`config.mk`:
```
export PLATFORM = sky130hd
export DESIGN_NAME = spi_slave
export DESIGN_NICKNAME = d
export VERILOG_FILES = /design/src/rtl/spi_pkg.sv /design/src/rtl/spi_sync_edge.sv /design/src/rtl/spi_slave.sv
export SDC_FILE = /design/constraint.sdc
export NUM_CORES = 1
export LEC_CHECK = 0
export BUFFER_PORTS_ARGS = -buffer_cell sky130_fd_sc_hd__buf_2
export CAP_MARGIN = 15
export CELL_PAD_IN_SITES_DETAIL_PLACEMENT = 1
export CELL_PAD_IN_SITES_GLOBAL_PLACEMENT = 2
export CORE_ASPECT_RATIO = 1.4
export CORE_MARGIN = 10
export CORE_UTILIZATION = 38
export DETAILED_ROUTE_END_ITERATION = 8
export PLACE_DENSITY = 0.9
export RECOVER_POWER = 25
export SETUP_SLACK_MARGIN = 0.1
export SLEW_MARGIN = 10
export SYNTH_ARGS = -nofsm -noshare
export SYNTH_HDL_FRONTEND = slang
export SYNTH_SLANG_ARGS = --single-unit
```
`constraint.sdc`:
```
create_clock -name clk -period 3.3 [get_ports clk]
set_input_delay 0.33 -clock clk [delete_from_list [all_inputs] [get_ports clk]]
set_output_delay 0.33 -clock clk [all_outputs]
set_load 0.05 [all_outputs]
```
`src/rtl/spi_pkg.sv`:
```
// Shared definitions for the SPI responder: mode encodings, FSM states and
// the word-width clamp applied when configuration is captured.
package spi_pkg;

    localparam logic [1:0] MODE0 = 2'b00;
    localparam logic [1:0] MODE1 = 2'b01;
    localparam logic [1:0] MODE2 = 2'b10;
    localparam logic [1:0] MODE3 = 2'b11;

    typedef enum logic {
        IDLE   = 1'b0,
        ACTIVE = 1'b1
    } state_t;

    function automatic int unsigned effective_width(input int unsigned data_width,
                                                    input int unsigned max_width);
        return (data_width == 0 || data_width > max_width) ? max_width : data_width;
    endfunction

endpackage

```
`src/rtl/spi_sync_edge.sv`:
```
// Multi-stage synchroniser for one asynchronous pin, with a registered copy
// of the synchronised level used to produce single-cycle rise/fall strobes.
module spi_sync_edge #(
    parameter int   SYNC_STAGES = 2,
    parameter logic RST_VAL     = 1'b0
) (
    input  logic clk,
    input  logic rst_n,
    input  logic din,
    output logic level,
    output logic rise,
    output logic fall
);

    logic [SYNC_STAGES-1:0] sync_q;
    logic                   prev_q;

    always_ff @(posedge clk or negedge rst_n) begin
        if (!rst_n) begin
            sync_q <= {SYNC_STAGES{RST_VAL}};
            prev_q <= RST_VAL;
        end else begin
            sync_q <= {sync_q[SYNC_STAGES-2:0], din};
            prev_q <= sync_q[SYNC_STAGES-1];
        end
    end

    assign level = sync_q[SYNC_STAGES-1];
    assign rise  = level & ~prev_q;
    assign fall  = ~level & prev_q;

endmodule

```
`src/rtl/spi_slave.sv`:
```
// SPI responder: oversamples sclk/cs_n/mosi in the clk domain, assembles rx
// words and serialises tx words from a one-entry holding buffer.
module spi_slave
    import spi_pkg::*;
#(
    parameter int MAX_DATA_WIDTH = 32,
    parameter int SYNC_STAGES    = 2
) (
    input  logic                            clk,
    input  logic                            rst_n,
    input  logic [$clog2(MAX_DATA_WIDTH):0] data_width,
    input  logic                            lsb_first,
    input  logic                            cpol,
    input  logic                            cpha,
    input  logic [MAX_DATA_WIDTH-1:0]       tx_data,
    input  logic                            tx_valid,
    output logic                            tx_ready,
    output logic [MAX_DATA_WIDTH-1:0]       rx_data,
    output logic                            rx_valid,
    output logic                            busy,
    output logic                            underrun,
    output logic                            frame_err,
    input  logic                            sclk,
    input  logic                            cs_n,
    input  logic                            mosi,
    output logic                            miso,
    output logic                            miso_oe
);

    localparam int WW = $clog2(MAX_DATA_WIDTH) + 1;
    localparam int IW = (MAX_DATA_WIDTH > 1) ? $clog2(MAX_DATA_WIDTH) : 1;
    localparam logic [WW-1:0] ONE = WW'(1);

    logic sclk_rise, sclk_fall, sclk_lvl_unused;
    logic cs_rise, cs_fall, cs_lvl_unused;
    logic mosi_s, mosi_rise_unused, mosi_fall_unused;

    // cs_n resets to 0 so a frame already in progress at reset release never
    // produces a fall; the block waits for cs_n high then low again.
    spi_sync_edge #(.SYNC_STAGES(SYNC_STAGES), .RST_VAL(1'b0)) u_sync_sclk (
        .clk(clk), .rst_n(rst_n), .din(sclk),
        .level(sclk_lvl_unused), .rise(sclk_rise), .fall(sclk_fall));
    spi_sync_edge #(.SYNC_STAGES(SYNC_STAGES), .RST_VAL(1'b0)) u_sync_cs (
        .clk(clk), .rst_n(rst_n), .din(cs_n),
        .level(cs_lvl_unused), .rise(cs_rise), .fall(cs_fall));
    spi_sync_edge #(.SYNC_STAGES(SYNC_STAGES), .RST_VAL(1'b0)) u_sync_mosi (
        .clk(clk), .rst_n(rst_n), .din(mosi),
        .level(mosi_s), .rise(mosi_rise_unused), .fall(mosi_fall_unused));

    state_t                    state_q, state_d;
    logic [WW-1:0]             cfg_width_q, bit_cnt_q;
    logic                      cfg_lsb_q;
    logic [1:0]                cfg_mode_q;
    logic [MAX_DATA_WIDTH-1:0] rx_shift_q, tx_shift_q, buf_q, rx_data_q;
    logic                      buf_full_q, rx_valid_q, underrun_q, frame_err_q;
    logic                      miso_q, empty_word_q;

    logic                      lead, trail, sample, drive, complete, abort, word_start, load;
    logic                      ws_lsb;
    logic [WW-1:0]             ws_width, new_width;
    logic [IW-1:0]             cur_idx, first_idx;
    logic [MAX_DATA_WIDTH-1:0] rx_word;

    function automatic logic [IW-1:0] bit_idx(input logic [WW-1:0] n, input logic lsb,
                                              input logic [WW-1:0] w);
        return lsb ? IW'(n) : IW'(w - ONE - n);
    endfunction

    assign new_width = WW'(effective_width(32'(data_width), MAX_DATA_WIDTH));
    assign load      = tx_valid & ~buf_full_q;

    always_comb begin
        state_d    = state_q;
        word_start = 1'b0;
        sample     = 1'b0;
        drive      = 1'b0;
        complete   = 1'b0;
        abort      = 1'b0;
        lead       = 1'b0;
        trail      = 1'b0;
        ws_lsb     = cfg_lsb_q;
        ws_width   = cfg_width_q;
        case (cfg_mode_q)
            MODE0, MODE1: begin lead = sclk_rise; trail = sclk_fall; end
            default:      begin lead = sclk_fall; trail = sclk_rise; end
        endcase
        case (state_q)
            IDLE: begin
                if (cs_fall) begin
                    state_d    = ACTIVE;
                    word_start = 1'b1;
                    ws_lsb     = lsb_first;
                    ws_width   = new_width;
                end
            end
            ACTIVE: begin
                sample   = (cfg_mode_q == MODE0 || cfg_mode_q == MODE2) ? lead : trail;
                drive    = (cfg_mode_q == MODE0 || cfg_mode_q == MODE2) ? trail : lead;
                complete = sample && (bit_cnt_q == cfg_width_q - ONE);
                if (cs_rise) begin
                    state_d = IDLE;
                    abort   = !complete && (bit_cnt_q != '0);
                end else begin
                    word_start = complete;
                end
            end
        endcase
    end

    always_comb begin
        cur_idx          = bit_idx(bit_cnt_q, cfg_lsb_q, cfg_width_q);
        first_idx        = bit_idx('0, ws_lsb, ws_width);
        rx_word          = rx_shift_q;
        rx_word[cur_idx] = mosi_s;
    end

    always_ff @(posedge clk or negedge rst_n) begin
        if (!rst_n) begin
            state_q      <= IDLE;
            cfg_width_q  <= WW'(MAX_DATA_WIDTH);
            cfg_lsb_q    <= 1'b0;
            cfg_mode_q   <= MODE0;
            bit_cnt_q    <= '0;
            rx_shift_q   <= '0;
            tx_shift_q   <= '0;
            buf_q        <= '0;
            buf_full_q   <= 1'b0;
            rx_data_q    <= '0;
            rx_valid_q   <= 1'b0;
            underrun_q   <= 1'b0;
            frame_err_q  <= 1'b0;
            miso_q       <= 1'b0;
            empty_word_q <= 1'b0;
        end else begin
            state_q     <= state_d;
            rx_valid_q  <= complete;
            frame_err_q <= abort;
            underrun_q  <= 1'b0;
            if (load) buf_q <= tx_data;
            buf_full_q <= load | (buf_full_q & ~word_start);
            if (sample) begin
                if (complete) begin
                    rx_data_q <= rx_word;
                end else begin
                    rx_shift_q <= rx_word;
                    bit_cnt_q  <= bit_cnt_q + ONE;
                end
            end
            if (drive) miso_q <= tx_shift_q[cur_idx];
            // Underrun is reported once the master actually clocks the empty
            // word, so the spare word start after a frame's last word is silent.
            if (lead && empty_word_q && state_d == ACTIVE) begin
                underrun_q   <= 1'b1;
                empty_word_q <= 1'b0;
            end
            if (word_start) begin
                if (state_q == IDLE) begin
                    cfg_width_q <= ws_width;
                    cfg_lsb_q   <= lsb_first;
                    cfg_mode_q  <= {cpol, cpha};
                end
                tx_shift_q   <= buf_full_q ? buf_q : '0;
                miso_q       <= buf_full_q & buf_q[first_idx];
                empty_word_q <= ~buf_full_q;
                bit_cnt_q    <= '0;
                rx_shift_q   <= '0;
            end
            if (state_d == IDLE) begin
                miso_q       <= 1'b0;
                bit_cnt_q    <= '0;
                rx_shift_q   <= '0;
                empty_word_q <= 1'b0;
            end
        end
    end

    assign tx_ready  = ~buf_full_q;
    assign rx_data   = rx_data_q;
    assign rx_valid  = rx_valid_q;
    assign busy      = (state_q == ACTIVE);
    assign miso_oe   = (state_q == ACTIVE);
    assign miso      = miso_q;
    assign underrun  = underrun_q;
    assign frame_err = frame_err_q;

endmodule

```
* After elaboration in Yosys (flattened, before gate mapping)
Cells that the tools add are included.
** Word-level totals
- Flip-flop bits (word level) :: 158
- Word-level logic and storage cells :: 109
** Operators by class
- $add $sub $neg :: 4
- Order comparisons :: 4
- Equal/unequal tests :: 7
- Mux-type cells :: 44
- Bitwise operators :: 15
- Reduce and logical (&&, ||, !) cells :: 15
** Operators with widths (number)
- $mux 32 :: 5
- $mux 6 :: 7
- $bwmux 32 :: 1
- $mux 1 :: 24
- $lt 5x6->1 const B :: 2
- $bmux 1 s5 :: 2
- $mux 5 :: 2
- $ne 3x1->1 const B :: 3
- $and 1x1->1 :: 7
- $not 1->1 :: 7
- $add 6x1->6 const B :: 1
- $eq 6x6->1 :: 1
- $gt 6x6->1 const B :: 1
- $logic_not 6->1 :: 1
- $reduce_and 2->1 :: 3
- $reduce_bool 6->1 :: 1
- $sub 6x1->6 const B :: 1
- $demux 1 s5 :: 1
- $ge 5x1->1 const B :: 1
- $logic_and 1x1->1 :: 5
- $sub 5x1->5 const B :: 1
- $sub 5x5->5 :: 1
- $pmux 1 s2 :: 2
- $ne 3x2->1 const B :: 1
- 7 further kinds :: 8

* Depth between registers and ports, before layout
Gate-level depths: netlist of run 1.
- Word-level depth :: 12
- Gate-level depth with buffers :: 13
- Depth with buffers taken out :: 12

* Cells and area by module
From an unflattened synthesis of run 1, not the netlist that was laid out.
** Unflattened totals
- Cells, all modules :: 852
- Area, all modules :: 8000.2 µm²
** Modules (own cells, without submodules)
- spi_slave :: instances 1, cells an instance 837, area an instance 7729.9 µm², sequential area each 3754.9 µm²
- spi_sync_edge :: instances 3, cells an instance 5, area an instance 90.1 µm², sequential area each 75.1 µm²

* Worst setup path before layout of run 1
OpenSTA, ideal clock, no wires.
- Path type :: reg2reg
- Start :: reg state_q (netlist: busy)
- End :: reg miso_q (netlist: miso)
- Setup time :: 136 ps
- Arrival :: 2964 ps
- Data required time :: 3164 ps
- Path slack :: 200 ps
- Stages on the path, launching flop included :: 12
- Buffers on the path :: 0
- Path through :: dfrtp_1 > nor3b_2 > mux2_2 > inv_1 > ha_1 > xor2_1 > a32oi_4 > mux2i_1 > nand2_1 > and4b_1 > o31ai_1 > nand4_1
** On the way
- Longest elaborated chain between the ends :: 8
- Elaborated cells between the ends (all ways) :: 14
- Classes of those cells :: add/sub: 1; eq/ne: 1; mux: 10; bitwise: 2
** Ends and longest elaborated chain
- start, declared :: line spi_slave.sv:50 : state_t state_q, state_d;
- start signal, assigned :: line spi_slave.sv:135 : state_q <= state_d;
- $mux 6 :: line spi_slave.sv:87 : case (state_q)
- $sub 5x1->5 :: line spi_slave.sv:66 : return lsb ? IW'(n) : IW'(w - ONE - n);
- $mux 5 :: line spi_slave.sv:66
- $bmux 1 s5 :: line spi_slave.sv:163 : miso_q <= buf_full_q & buf_q[first_idx];
- $mux 1 (not written as such) :: line spi_slave.sv:163
- $and 1x1->1 :: line spi_slave.sv:163
- $mux 1 :: line spi_slave.sv:156 : if (word_start) begin
- $mux 1 :: line spi_slave.sv:168 : if (state_d == IDLE) begin
- end signal, assigned :: line spi_slave.sv:149 : if (drive) miso_q <= tx_shift_q[cur_idx];
- end signal, assigned :: line spi_slave.sv:163
- end, declared :: line spi_slave.sv:56 : logic miso_q, empty_word_q;
Several ways; a longest one is shown, not always the timed one. The select of a mux whose other input is x is not followed.
A chain may end at the register's enable or synchronous reset.

* Final worst setup path of run 1
- Start :: reg cfg_width_q[0]
- End :: reg rx_data_q[6] (netlist: rx_data[6])
** On the way
- Longest elaborated chain between the ends :: 8
- Elaborated cells between the ends (all ways) :: 13
- Classes of those cells :: add/sub: 2; order compare: 2; eq/ne: 1; mux: 5; reduce/logical: 3
** Ends and longest elaborated chain
- start, declared :: line spi_slave.sv:51 : logic [WW-1:0] cfg_width_q, bit_cnt_q;
- start signal, assigned :: line spi_slave.sv:120 : cfg_width_q <= WW'(MAX_DATA_WIDTH);
- start signal, assigned :: line spi_slave.sv:158 : cfg_width_q <= ws_width;
- $sub 6x1->6 (*) :: line spi_slave.sv:66
- $sub 5x5->5 :: line spi_slave.sv:66
- $mux 5 :: line spi_slave.sv:66
- $lt 5x6->1 (not written as such) or $ge 5x1->1 (tied branches) :: line spi_slave.sv:114 : rx_word[cur_idx] = mosi_s;
- $logic_and 1x1->1 (not written as such) :: line spi_slave.sv:114
- $mux 1 (not written as such) :: line spi_slave.sv:114
- $demux 1 s5 :: line spi_slave.sv:114
- $bwmux 32 :: line spi_slave.sv:114
- end signal, assigned :: line spi_slave.sv:143 : rx_data_q <= rx_word;
- end, declared :: line spi_slave.sv:54 : logic [MAX_DATA_WIDTH-1:0] rx_shift_q, tx_shift_q, buf_q, rx_data_q;
Every way passes the cells marked *; elsewhere a longest branch is shown, timed or not.

==> key figures, run 1 <==
Run status
  • Status: complete, but fails checks
  • Failing checks: capacitance limit, slew limit

Drt
  • DRT antenna net count: 0
  • DR WL/cell: 18.0 µm
  • Drc violations: 0
  • Vias: 6,194
  • DRT Pass-1 Iters: 4
  • First DRT Iteration DRCs: 249
  • Via-per-instance ratio: 5.17
  • Final wirelength: 21,500 µm

Final layout
  • Antenna cells: 0
  • Fill cells: 2,351
  • Final std cells w/o fill: 1,197
  • Final-stage net count: 985
  • Area Overhead vs Synth: 20.3%
  • Post-route cell area: 9650 µm²
  • Layout cells sized above 1: 0.252
  • Final core utilization: 0.468

Pwr
  • Pwr dens: 796 nW/µm²
  • Net switching power: 2.97 mW
  • LEAKAGE: 4.60 nW
  • Sequential Power Share: 0.364
  • Clock network power share: 0.250
  • Max VDD drop: 0.453 mV
  • Total power draw: 7.68 mW
  • Switching Fraction: 0.387
  • Combinational power share: 0.386
  • Cell-internal power: 4.71 mW

Worst hold path
  • Hold path endpoint: cfg_mode_q[1]
  • Hold_sp: cpol
  • Type of the most critical hold path: input port to flop
  • Worst Hold Depth: 3

STA
  • Hold Vio Cnt, Final: 0
  • Layout Skew: 12.0 ps
  • Unrepaired setup endpoints after global routing: false
  • Max-slew headroom: -0.253
  • Setup TNS: 0 ps
  • Worst-Margin Slew: 1880 ps
  • Fmax: 331 MHz
  • Final setup fails: 0
  • Final Slew Violations: 71
  • Post-route minimum period: 3020 ps
  • Final period util: 0.916

Worst setup path
  • WP data required: 3590 ps
  • Reg2reg start: cfg_width_q[0]
  • Critical path class: flop to flop
  • Worst EP arrival: 3320 ps
  • Setup crit end kind: flop
  • Reg2Reg Setup Slack: 280 ps
  • RR Endpoint: rx_data[6]
  • R2R cell count: 13
  • Critical Path Source Type: flop
  • Crit path max fanout: 8

Placement
  • Cell Area, Placed: 8890 µm²
  • Placed insts: 1,151
  • DP HPWL: 15,500 µm
  • Routability cong.: 0.856
  • Number of I/O port buffers: 85

CTS
  • Longest Clk Path Bufs: 2
  • CTS Sinks: 158
  • Clock slew at reported path FFs: 70 ps
  • CTS tree: done
  • Root Buffer: clkbuf_16
  • Worst-Skew Late Latency: 440 ps
  • CTS H-tree lvls: 4
  • CTS Buf Count: 17

Floorplanning
  • Initial core utilization: 0.389
  • Top Ports: 86
  • DIE AREA: 27,400 µm²
  • Core area: 20,600 µm²
  • Die height: 192 µm
  • FP Rows: 62
  • Die Wd: 143 µm

Synth
  • EDFF count, synth: 0
  • Post-synthesis average cell area: 9.80 µm²
  • Synth Warn #: 0
  • Register area share after synthesis: 0.493
  • Syn Nets: 876
  • Syn Std Cell Area: 8020 µm²
  • Async S/R FF share, synth: 1.00
  • #FFs+latches synth: 158
  • Post-synth top flop: dfrtp_1
  • Post-synth cell types: 62
  • Cells after synthesis: 819

Global route
  • Met2 usage in global routing: 0.297
  • Antenna violations before repair: 0
  • Vias in the first global route: 6,910
  • Wire length of the first global-routing pass: 36,100 µm
  • GR Overflow Total: 0
  • Gr usage total: 0.164
  • Met3 usage: 0.0373
  • Gr busiest metal: met2
  • Met1 usage in global routing: 0.187
  • Largest net degree at the start of global routing: 72

Flow run
  • Max-cap violation count: 1
[power by group through the flow]
stage                     logic [mW]  clock network, mW  registers (mW)
after CTS                       2.74               1.96            2.80
after floorplan                 1.97                  0            2.68
after detailed placement        2.72                  0            2.83
after global placement          2.63                  0            2.81
after global routing            3.29               2.04            2.86
final                           2.97               1.92            2.79
[metrics by stage]
stage / setup slack, ps / hold slack, ps
after CTS: 70.9 / 76.9
after detailed placement: 63.1 / 336
final: 277 / 86.1
after floorplan: 200 / 34.4
after global placement: 116 / 334
after global routing: 72.6 / 91.8
[layout by cell type (no fill, tap or decap), types with 7 or more instances in the layout]
| cell type | count |
|---|---|
| buf_2 | 79 |
| nor2_1 | 68 |
| dfrtp_1 | 156 |
| xnor2_1 | 7 |
| nand3_1 | 18 |
| nand2_1 | 194 |
| o21ai_1 | 9 |
| mux2_2 | 36 |
| clkbuf_16 | 17 |
| nor3_1 | 7 |
| ha_1 | 8 |
| buf_4 | 44 |
| inv_1 | 18 |
| xor2_1 | 9 |
| a21oi_1 | 18 |
| inv_6 | 7 |
| mux2i_1 | 75 |
| o21ai_0 | 65 |
[critical path, cell delays in order (launching register included)]
cell and delay, ps:
dfrtp_1 440, inv_2 130, ha_4 220, fa_1 420, nand2b_1 170, a21oi_2 180
xor2_2 280, mux2i_4 150, buf_4 190, nor3_4 220, buf_12 150, nand2_1 60
mux2i_1 170, o21ai_0 100
[synthesized netlist by cell type, types with 2 or more instances]
| cell type | n | area [µm²] |
|---|---|---|
| inv_1 | 19 | 71.3 |
| buf_2 | 15 | 75.1 |
| nand2_1 | 195 | 732 |
| buf_6 | 4 | 45.0 |
| nand3b_1 | 2 | 15.0 |
| o21ai_0 | 65 | 325 |
| and3_1 | 4 | 25.0 |
| nand3_1 | 19 | 95.1 |
| o21ai_1 | 9 | 45.0 |
| nor2b_1 | 7 | 43.8 |
| mux4_2 | 6 | 135 |
| nand4_1 | 5 | 31.3 |
| ha_1 | 9 | 113 |
| xnor2_1 | 7 | 61.3 |
| nor3_1 | 7 | 35.0 |
| o21a_1 | 2 | 15.0 |
| mux2_2 | 36 | 405 |
| nor2_1 | 68 | 255 |
| nor3b_2 | 3 | 37.5 |
| a21oi_1 | 19 | 95.1 |
| a31oi_1 | 2 | 12.5 |
| clkbuf_1 | 23 | 86.3 |
| dfrtp_1 | 157 | 3930 |
| mux2i_1 | 75 | 751 |
| nand2b_1 | 2 | 12.5 |
| nor3_4 | 2 | 32.5 |
| clkbuf_2 | 2 | 10.0 |
| a21o_1 | 3 | 22.5 |
| buf_4 | 4 | 30.0 |
| nand3_2 | 2 | 20.0 |
| or2_2 | 2 | 12.5 |
| xor2_1 | 10 | 87.6 |
| a211oi_1 | 2 | 15.0 |
| nor4_1 | 2 | 12.5 |
| buf_1 | 3 | 11.3 |
[state kept, by name, indices dropped and copies added (netlist names), 2 cells and up]
register and count:
u_sync_cs.sync_q 2, u_sync_mosi.sync_q 2, u_sync_sclk.sync_q 2, rx_data 32, cfg_mode_q 2, rx_shift_q 32, tx_shift_q 32, bit_cnt_q 6
buf_q 32, cfg_width_q 6
[worst max path at each step]
stage              startpoint          to  slack (ps)  depth (start not counted)
2_1_floorplan            busy        miso         200                         11
3_3_place_gp   cfg_width_q[0]  rx_data[7]         120                         10
3_5_place_dp   cfg_width_q[0]  rx_data[7]          60                         11
4_1_cts        cfg_width_q[0]  rx_data[6]          70                         11
5_1_grt        cfg_width_q[0]  rx_data[6]          70                         13
6_report       cfg_width_q[0]  rx_data[6]         280                         13
[what timing repair did]
item | in CTS | in global routing
hold buffers | 4 | 0
setup endpoints to repair | 4 | 51
endpoints found under the hold margin | 72 | 0
pin swaps | 0 | 3
gates resized for setup | 0 | 12
cloned | 0 | 1
buffers inserted | 0 | 9
[routing by layer]
layer  routed length, µm  vias to the layer above
met4                 425                        0
li1                    -                     2986
met2               11500                      100
met3                 753                       33
met5                   0                        -
met1                8880                     3075
[final cells by class]
type                            instances  area, µm²  share of cell area
Clock buffer                           17        425              0.0441
Timing Repair Buffer                  140        913              0.0946
Tap cell                              256        320              0.0332
Multi-Input combinational cell        591       3820               0.396
Sequential cell                       158       3960               0.410
Clock inverter                         15        141              0.0147
Inverter                               20       75.1             0.00778
[logic make-up (layout without fill, tap and decap cells)]
group           after synthesis  in the layout  share of synthesized area
flops                       158            158                      0.493
compound gates              115            115                     0.0837
fa+ha+maj                    10             10                     0.0165
mux                         118            119                      0.164
simple gates                329            329                      0.181
buf+inv                      71            192                     0.0415
xor+xnor                     18             18                     0.0206
(Power assumes the default switching activity.)
==> inputs of run 2 (changes only) <==
--- a/config.mk
+++ b/config.mk
@@ -10,7 +10,7 @@
 export CELL_PAD_IN_SITES_DETAIL_PLACEMENT = 1
 export CELL_PAD_IN_SITES_GLOBAL_PLACEMENT = 2
 export CORE_ASPECT_RATIO = 1.4
-export CORE_MARGIN = 10
+export CORE_MARGIN = 4
 export CORE_UTILIZATION = 38
 export DETAILED_ROUTE_END_ITERATION = 8
 export PLACE_DENSITY = 0.9
==> run 2 against run 1 <==
Net effect:
- the flow still finishes with violations (capacitance limit, slew limit)
- fmax down 2.1%
- combinational power decreased by 2%
- hold slack improved by 11 ps
- clock skew shrank 2.9 ps
- sequential power barely moved
- final cell count down 0.33%
==> key figures, run 2 (same netlist as run 1, synthesis figures left out) <==
Pwr
  • Max VDD drop: 0.426 mV
  • Pwr dens: 797 nW/µm²
  • LEAKAGE: 4.59 nW

Floorplanning
  • Top Ports: 86
  • Core area: 20,600 µm²
  • Die Wd: 131 µm
  • Initial core utilization: 0.389
  • Die height: 180 µm
  • FP Rows: 62
  • DIE AREA: 23,500 µm²

Final layout
  • Final core utilization: 0.465
  • Layout cells sized above 1: 0.250
  • Seq. cell area: 3960 µm²
  • Commonest non-fill, non-tap cell in the layout: nand2_1
  • Most frequent cells in the layout: 194 x nand2_1, 156 x dfrtp_1, 84 x buf_2
  • Fill cells: 2,363
  • Area Overhead vs Synth: 19.5%
  • Antenna cells: 0
  • Area of the multi-input gates: 3780 µm²
  • Final-stage net count: 981

CTS
  • CTS tree: done
  • Worst-Skew Late Latency: 430 ps
  • CTS Sinks: 158
  • Clock slew at reported path FFs: 70 ps
  • CTS Buf Count: 17
  • CTS H-tree lvls: 4
  • Root Buffer: clkbuf_16
  • Longest Clk Path Bufs: 2

Drt
  • First DRT Iteration DRCs: 329
  • Vias: 6,266
  • Drc violations: 0
  • Final wirelength: 21,900 µm
  • Via-per-instance ratio: 5.25
  • DR WL/cell: 18.3 µm
  • DRT Pass-1 Iters: 4
  • DRT antenna net count: 0

STA
  • Final Slew Violations: 80
  • Fmax: 324 MHz
  • Max-slew headroom: -0.353
  • Setup TNS: 0 ps
  • Worst-Margin Slew: 2030 ps
  • Layout Skew: 9.13 ps
  • Unrepaired setup endpoints after global routing: true
  • Post-route minimum period: 3090 ps
  • Final setup fails: 0
  • Hold Vio Cnt, Final: 0
  • Hold slack: 97.2 ps
  • Final period util: 0.936

Global route
  • Gr usage total: 0.193
  • Wire length of the first global-routing pass: 36,000 µm
  • Met2 usage in global routing: 0.355
  • Met3 usage: 0.0321
  • Largest net degree at the start of global routing: 80
  • Vias in the first global route: 6,885
  • Gr busiest metal: met2
  • GR Overflow Total: 0
  • Met1 usage in global routing: 0.221
  • Antenna violations before repair: 0

Placement
  • Routability cong.: 0.863
  • Number of I/O port buffers: 85
  • DP HPWL: 15,500 µm

Worst hold path
  • Type of the most critical hold path: input port to flop

Worst setup path
  • Worst EP arrival: 3360 ps
  • Setup crit end kind: flop
  • Critical Path Source Type: flop
  • Critical path class: flop to flop
  • Crit path max fanout: 8
  • WP data required: 3570 ps

Flow run
  • Max-cap violation count: 1

Run status
  • Failing checks: capacitance limit, slew limit
  • Status: complete, but fails checks
==> run 2: final timing paths <==
check | cells past startpoint | end | from | slack (ps)
setup / recovery | 12 | rx_data[31] | cfg_width_q[0] | 210
hold / removal | 3 | cfg_mode_q[1] | cpol | 100
setup reg to reg | 12 | rx_data[31] | cfg_width_q[0] | 210
hold reg to reg | 0 | u_sync_mosi.sync_q[1] | u_sync_mosi.sync_q[0] | 350
max in group asynchronous | 3 | buf_q[24] | rst_n | 920
min in group asynchronous | 2 | rx_valid | rst_n | 1010
==> run 2: area by class of cell <==
cell class	count	area share
Clock buffer	17	0.0444
Clock inverter	15	0.0162
Inverter	20	0.00783
Multi-Input combinational cell	590	0.394
Sequential cell	158	0.413
Tap cell	256	0.0334
Timing Repair Buffer	137	0.0913
==> run 2: metrics by stage <==
| step | std cells | total power [mW] | setup slack [ps] | area [µm²] |
|---|---|---|---|---|
| 6_report | 1193 | 7.64 | 210 | 9590 |
| 5_1_grt | 1193 | 8.14 | 9.28 | 9590 |
| 4_1_cts | 1185 | 7.62 | 165 | 9520 |
| 3_5_place_dp | 1147 | 5.58 | 36.2 | 8870 |
| 3_3_place_gp | 1147 | 5.48 | 117 | 8870 |
| 2_1_floorplan | 819 | 4.64 | 200 | 8020 |
==> run 2: layer usage <==
layer	part of all wire	vias up	wire length, µm
met2	0.56	103	12200
met5	0	-	0
met3	0.024	37	517
met1	0.39	3147	8540
li1	-	2979	-
met4	0.027	0	599
==> run 2: timing repair <==
item                                    4_1_cts  5_1_grt
buffers inserted                              2        8
endpoints found under the setup margin        4       27
pin swaps                                     0        3
hold buffers                                  4        0
gates resized for setup                       2        6
hold endpoints to repair                     74        0
cloned                                        0        0
==> run 2: power breakdown <==
group,internal (mW),switching [mW],leakage (nW)
Clock,1.07,0.877,0.278
Combinational,1.25,1.65,2.26
Sequential,2.39,0.405,2.06
==> run 2: critical path: stages, from the launching register on <==
cell and delay [ps]:
dfrtp_1 380, inv_1 100, ha_1 340, fa_1 440, nand2b_1 190, a21oi_2 190
xor2_2 110, mux2i_4 270, buf_4 180, and3_1 330, nand2_1 120, mux2i_1 190
o21ai_0 100
